## config.mk

```make
export PLATFORM = sky130hd
export DESIGN_NAME = wb_arith_unit
export DESIGN_NICKNAME = d
export VERILOG_FILES = /design/src/rtl/wb_arith_unit.sv
export SDC_FILE = /design/constraint.sdc
export NUM_CORES = 1
export LEC_CHECK = 0
export CAP_MARGIN = 15
export CORE_ASPECT_RATIO = 1.1
export CORE_UTILIZATION = 45
export CTS_CLUSTER_DIAMETER = 60
export DETAILED_ROUTE_END_ITERATION = 12
export PLACE_DENSITY = 0.58
export SLEW_MARGIN = 30
export SYNTH_ARGS = -nofsm -noshare
export SYNTH_HDL_FRONTEND = slang
export SYNTH_SLANG_ARGS = --single-unit
```

## constraint.sdc

```tcl
create_clock -name wb_clk_i -period 4.55 [get_ports wb_clk_i]
set_input_delay 0.91 -clock wb_clk_i [delete_from_list [all_inputs] [get_ports wb_clk_i]]
set_output_delay 0.91 -clock wb_clk_i [all_outputs]
set_load 0.1 [all_outputs]
```

## src/rtl/wb_arith_unit.sv

```systemverilog
// Wishbone classic slave arithmetic unit: ADD/SUB finish in one cycle, MUL/MAC run a
// DW-step shift-add and update a 2*DW result/accumulator with sticky status flags.
module wb_arith_unit #(
    parameter int unsigned DW = 8
) (
    input  logic          wb_clk_i,
    input  logic          wb_rst_i,
    input  logic [2:0]    wb_adr_i,
    input  logic [DW-1:0] wb_dat_i,
    output logic [DW-1:0] wb_dat_o,
    input  logic          wb_we_i,
    input  logic          wb_stb_i,
    input  logic          wb_cyc_i,
    output logic          wb_ack_o,
    output logic          irq_o
);
    localparam int unsigned CW = $clog2(DW);

    typedef enum logic [0:0] {StIdle, StCalc} state_e;

    state_e          state;
    logic            ack_q;
    logic [DW-1:0]   opa;
    logic [DW-1:0]   opb;
    logic [1:0]      op;
    logic [1:0]      op_run;
    logic            irq_en;
    logic            done;
    logic            carry;
    logic            overrun;
    logic [2*DW-1:0] res;
    logic [2*DW-1:0] mcand;
    logic [DW-1:0]   mplier;
    logic [2*DW-1:0] prod;
    logic [CW-1:0]   cnt;

    logic            access;
    logic            wr;
    logic            busy;
    logic            guarded;
    logic            finish;
    logic [2*DW-1:0] prod_next;
    logic [2*DW:0]   mac_sum;
    logic [DW:0]     add_sum;
    logic [DW-1:0]   sub_dif;
    logic            borrow;
    logic            unused_dat;

    assign busy       = (state == StCalc);
    assign wb_ack_o   = ack_q & wb_cyc_i & wb_stb_i;
    assign access     = wb_cyc_i & wb_stb_i & ~wb_ack_o;
    assign wr         = access & wb_we_i;
    assign guarded    = (wb_adr_i == 3'd0) || (wb_adr_i == 3'd1) ||
                        (wb_adr_i == 3'd2) || (wb_adr_i == 3'd6);
    assign irq_o      = done & irq_en;
    assign unused_dat = ^wb_dat_i;

    // ADD/SUB reuse the low half of the multiplicand and the multiplier as latched operands.
    always_comb begin
        prod_next = prod + (mplier[0] ? mcand : '0);
        mac_sum   = {1'b0, res} + {1'b0, prod_next};
        add_sum   = {1'b0, mcand[DW-1:0]} + {1'b0, mplier};
        sub_dif   = mcand[DW-1:0] - mplier;
        borrow    = (mcand[DW-1:0] < mplier);
        finish    = busy & (~op_run[1] | (cnt == CW'(DW - 1)));
    end

    always_comb begin
        wb_dat_o = '0;
        case (wb_adr_i)
            3'd0:    wb_dat_o = opa;
            3'd1:    wb_dat_o = opb;
            3'd2:    wb_dat_o[2:0] = {irq_en, op};
            3'd3:    wb_dat_o[3:0] = {overrun, carry, done, busy};
            3'd4:    wb_dat_o = res[DW-1:0];
            3'd5:    wb_dat_o = res[2*DW-1:DW];
            default: wb_dat_o = '0;
        endcase
    end

    always_ff @(posedge wb_clk_i) begin
        if (wb_rst_i) begin
            state   <= StIdle;
            ack_q   <= 1'b0;
            opa     <= '0;
            opb     <= '0;
            op      <= '0;
            op_run  <= '0;
            irq_en  <= 1'b0;
            done    <= 1'b0;
            carry   <= 1'b0;
            overrun <= 1'b0;
            res     <= '0;
            mcand   <= '0;
            mplier  <= '0;
            prod    <= '0;
            cnt     <= '0;
        end else begin
            ack_q <= access;
            // W1C first so a completion on the same edge re-sets the flag.
            if (wr && wb_adr_i == 3'd3) begin
                if (wb_dat_i[1]) done <= 1'b0;
                if (wb_dat_i[3]) overrun <= 1'b0;
            end
            case (state)
                StIdle: begin
                    if (wr) begin
                        case (wb_adr_i)
                            3'd0: opa <= wb_dat_i;
                            3'd1: opb <= wb_dat_i;
                            3'd2: begin
                                op     <= wb_dat_i[1:0];
                                irq_en <= wb_dat_i[2];
                                if (wb_dat_i[7]) begin
                                    state  <= StCalc;
                                    op_run <= wb_dat_i[1:0];
                                    mcand  <= {{DW{1'b0}}, opa};
                                    mplier <= opb;
                                    prod   <= '0;
                                    cnt    <= '0;
                                    done   <= 1'b0;
                                end
                            end
                            3'd6:    res <= '0;
                            default: ;
                        endcase
                    end
                end
                StCalc: begin
                    if (wr && guarded) overrun <= 1'b1;
                    prod   <= prod_next;
                    mcand  <= mcand << 1;
                    mplier <= mplier >> 1;
                    cnt    <= cnt + 1'b1;
                    if (finish) begin
                        state <= StIdle;
                        done  <= 1'b1;
                        unique case (op_run)
                            2'd0: begin
                                res   <= {{DW{1'b0}}, add_sum[DW-1:0]};
                                carry <= add_sum[DW];
                            end
                            2'd1: begin
                                res   <= {{DW{1'b0}}, sub_dif};
                                carry <= borrow;
                            end
                            2'd2: begin
                                res   <= prod_next;
                                carry <= 1'b0;
                            end
                            2'd3: begin
                                res   <= mac_sum[2*DW-1:0];
                                carry <= mac_sum[2*DW];
                            end
                        endcase
                    end
                end
                default: state <= StIdle;
            endcase
        end
    end
endmodule
```

==> run_results.csv <==
group,metric,value,unit
finish,areaGrowthSynthToFinish,12.1,%
finish,antenna_cells,0,
setup_path,crit_fanout,6,
die,rows,43,
global_routing,grtUsageMet1,0.307,
clocking,cts-buffers-inserted,9,
route,drtAntennaViolNets,0,
global_routing,grt_usage,0.253,
global_routing,met3_usage,0.0470,
sta,fmax,0.235,GHz
clocking,cts_root_buf,"clkbuf_16",
sta,rsz0062_at_grt,"no",
yosys,syn_area_per_cell,8.63,um2
die,start_util,0.462,
setup_path,endpoint_kind,"flip-flop",
yosys,synthCells,677,
route,vias_per_cell,6.04,
sta,period_minus_slack,4260,ps
sta,hold_violations,0,
pwr,vdd_ir_drop_max,0.242,mV
pwr,p_leak,2.64,nW
finish,final_common_cell,"nor2_1",
die,die-area,13400,um2
die,core_area,12600,um2
die,die_h,122,um
clocking,worstSkewPairLatency,350,ps
die,pin_count,26,
finish,nFillCells,1227,
clocking,post_cts_resized,0,
sta,fin_skew,7.43,ps
yosys,ys_warn_count,0,
route,drt-initial-drc-count,362,
global_routing,grt_use_met2,0.438,
clocking,clk_path_buf_depth,2,
route,drtPass1Iterations,5,
route,vias,5141,
global_routing,gr-max-usage-layer,"met2",
yosys,postSynthNetCount,748,
route,post_drt_wl_per_cell,19.2,um
global_routing,antenna_found_initial,0,
setup_path,cp-start-kind,"flip-flop",
yosys,ys_ff_latch,85,
yosys,yosysUniqueCellTypes,66,
setup_path,critPathArrivalTime,4500,ps
sta,final_max_slew_viol_count,0,
global_routing,grt_overflow,0,
clocking,clk_pin_slew,60,ps
finish,mostFrequentLayoutCells,"92 x nor2_1, 85 x dfxtp_1, 51 x ha_1",
sta,setup_violations,0,
route,routed_wl,16.3,mm
global_routing,grt_pass1_wl,26.4,mm
placement,io_buffers,25,
yosys,yosysSeqAreaShare,0.291,
finish,design_area,6550,um2
yosys,synth-edff-count,0,
pwr,power.density,227,nW/um2
clocking,tritoncts,"built",
sta,max-slew-margin-rel,0.338,
sta,tightestPinTransition,990,ps
placement,place_congestion,0.860,
clocking,cts_sinks,85,
global_routing,grt_pass1_vias,5051,
route,drc,0,
yosys,synthFlopType,"dfxtp_1",
setup_path,worstPathRequired,4790,ps
flow_run,maxCapViolCount,0,
die,die_w,111,um
yosys,syn_area,5840,um2
clocking,htreeDepth,3,
sta,tns,0,ps
sta,min_period_over_period,0.937,
run_status,status,"completed",
placement,detailed_place_hpwl,12.1,mm
placement,dpl_cell_area,6280,um2
hold_path,worst_hold_path_type,"flip-flop to flip-flop",
setup_path,path_class,"flip-flop to flip-flop",
global_routing,grt_max_degree,68,
finish,fin_nets,761,
finish,drive_gt1_frac,0.0908,
yosys,synth-async-reset-ratio,0,
metal layers:
layer  vias up  wire length (um)
li1       2512                 -
met1      2501              7230
met2        99              8040
met3        29               550
met4         0               512
met5         -                 0
synth_stat cells (3+ instances only):
library cell | number | share of area
nor2_1 | 92 | 0.059
dfxtp_1 | 85 | 0.29
ha_1 | 51 | 0.11
a21oi_1 | 34 | 0.029
inv_1 | 34 | 0.022
clkbuf_1 | 33 | 0.021
a22oi_1 | 31 | 0.040
nand2_1 | 31 | 0.020
o21ai_0 | 26 | 0.022
mux2i_1 | 24 | 0.041
xnor2_1 | 19 | 0.028
and2_1 | 17 | 0.018
xor2_1 | 17 | 0.025
a222oi_1 | 14 | 0.024
nand3_1 | 13 | 0.011
a21o_1 | 12 | 0.015
nor2b_1 | 11 | 0.012
mux4_2 | 8 | 0.031
nand4_1 | 8 | 0.0086
a211oi_1 | 7 | 0.0090
o221ai_1 | 7 | 0.010
mux2_2 | 6 | 0.012
nand2b_1 | 6 | 0.0064
o211ai_1 | 6 | 0.0077
o21bai_1 | 6 | 0.0077
a31oi_1 | 5 | 0.0054
a32o_1 | 5 | 0.0086
buf_2 | 5 | 0.0043
nor3_1 | 5 | 0.0043
fa_1 | 4 | 0.014
o21a_1 | 4 | 0.0051
a221o_1 | 3 | 0.0051
and3_1 | 3 | 0.0032
o21ai_1 | 3 | 0.0026
o22ai_1 | 3 | 0.0032
logic make-up (layout without fill, tap and decap cells):
| group | after synthesis | after routing | share of synthesized area |
|---|---|---|---|
| AOI/OAI and AO/OA | 190 | 190 | 0.238 |
| adders and majority gates | 55 | 55 | 0.123 |
| muxes | 38 | 38 | 0.0835 |
| buffers and inverters | 74 | 91 | 0.0486 |
| DFF | 85 | 85 | 0.291 |
| and+or+nand+nor | 199 | 199 | 0.162 |
| xor gates and xnor gates | 36 | 36 | 0.0540 |
sequential cells by signal (all words and copies together), names as in the netlist, 2 cells and up:
name    flops
op          2
mcand      16
op_run      2
opa         8
prod       16
opb         8
mplier      8
res        16
cnt         3
path summary, 6_finish.rpt:
check | startpoint | to | slack, ps | depth (start not counted)
max reg2reg | mcand[0] | res[15] | 290 | 18
max | mcand[0] | res[15] | 290 | 18
min reg2reg | ack_q | ack_q | 480 | 1
min | ack_q | ack_q | 480 | 1
critical path: stages, from the launching register on:
cell and delay [ps]:
dfxtp_1 350, ha_1 250, ha_1 220, fa_1 400, a21oi_1 260, o211ai_1 170
a221oi_2 380, o221ai_1 190, a21oi_1 190, xor2_1 270, inv_1 80, ha_1 350
a21o_1 180, a21o_1 170, a21oi_1 140, o211ai_1 110, xnor2_1 140, nor2_1 50
a221o_1 260
repair_timing:
action | CTS | global route
hold buffers | 0 | 0
setup buffers | 0 | 1
setup endpoints to repair | 0 | 1
metrics by stage:
stage / utilization / total power, mW / setup slack, ps / hold WS (ps) / cells
6_report: 0.518 / 1.49 / 288 / 484 / 851
5_1_grt: 0.518 / 1.54 / 25.9 / 500 / 851
4_1_cts: 0.517 / 1.51 / 252 / 481 / 850
3_5_place_dp: 0.497 / 0.837 / 291 / 466 / 835
3_3_place_gp: 0.497 / 0.837 / 312 / 441 / 835
2_1_floorplan: - / 0.804 / 80.0 / 428 / 677
final cells by class:
class / instances / area, um2 / area share
clock buffer: 11 / 233 / 0.0355
clock inverter: 4 / 23.8 / 0.00363
inverter: 35 / 131 / 0.0201
multi-input combinational: 518 / 3870 / 0.591
sequential: 85 / 1700 / 0.260
tap: 157 / 196 / 0.0300
timing repair buffer: 41 / 393 / 0.0600
report_power, final:
part           internal, mW  total, mW  switching (mW)  leakage [nW]
sequential            0.746      0.748         0.00191         0.685
clock                 0.366      0.668           0.302         0.130
combinational        0.0258     0.0729          0.0471          1.83
total                  1.14       1.49           0.351          2.64
Note: power is estimated with default switching activity, not from simulation.
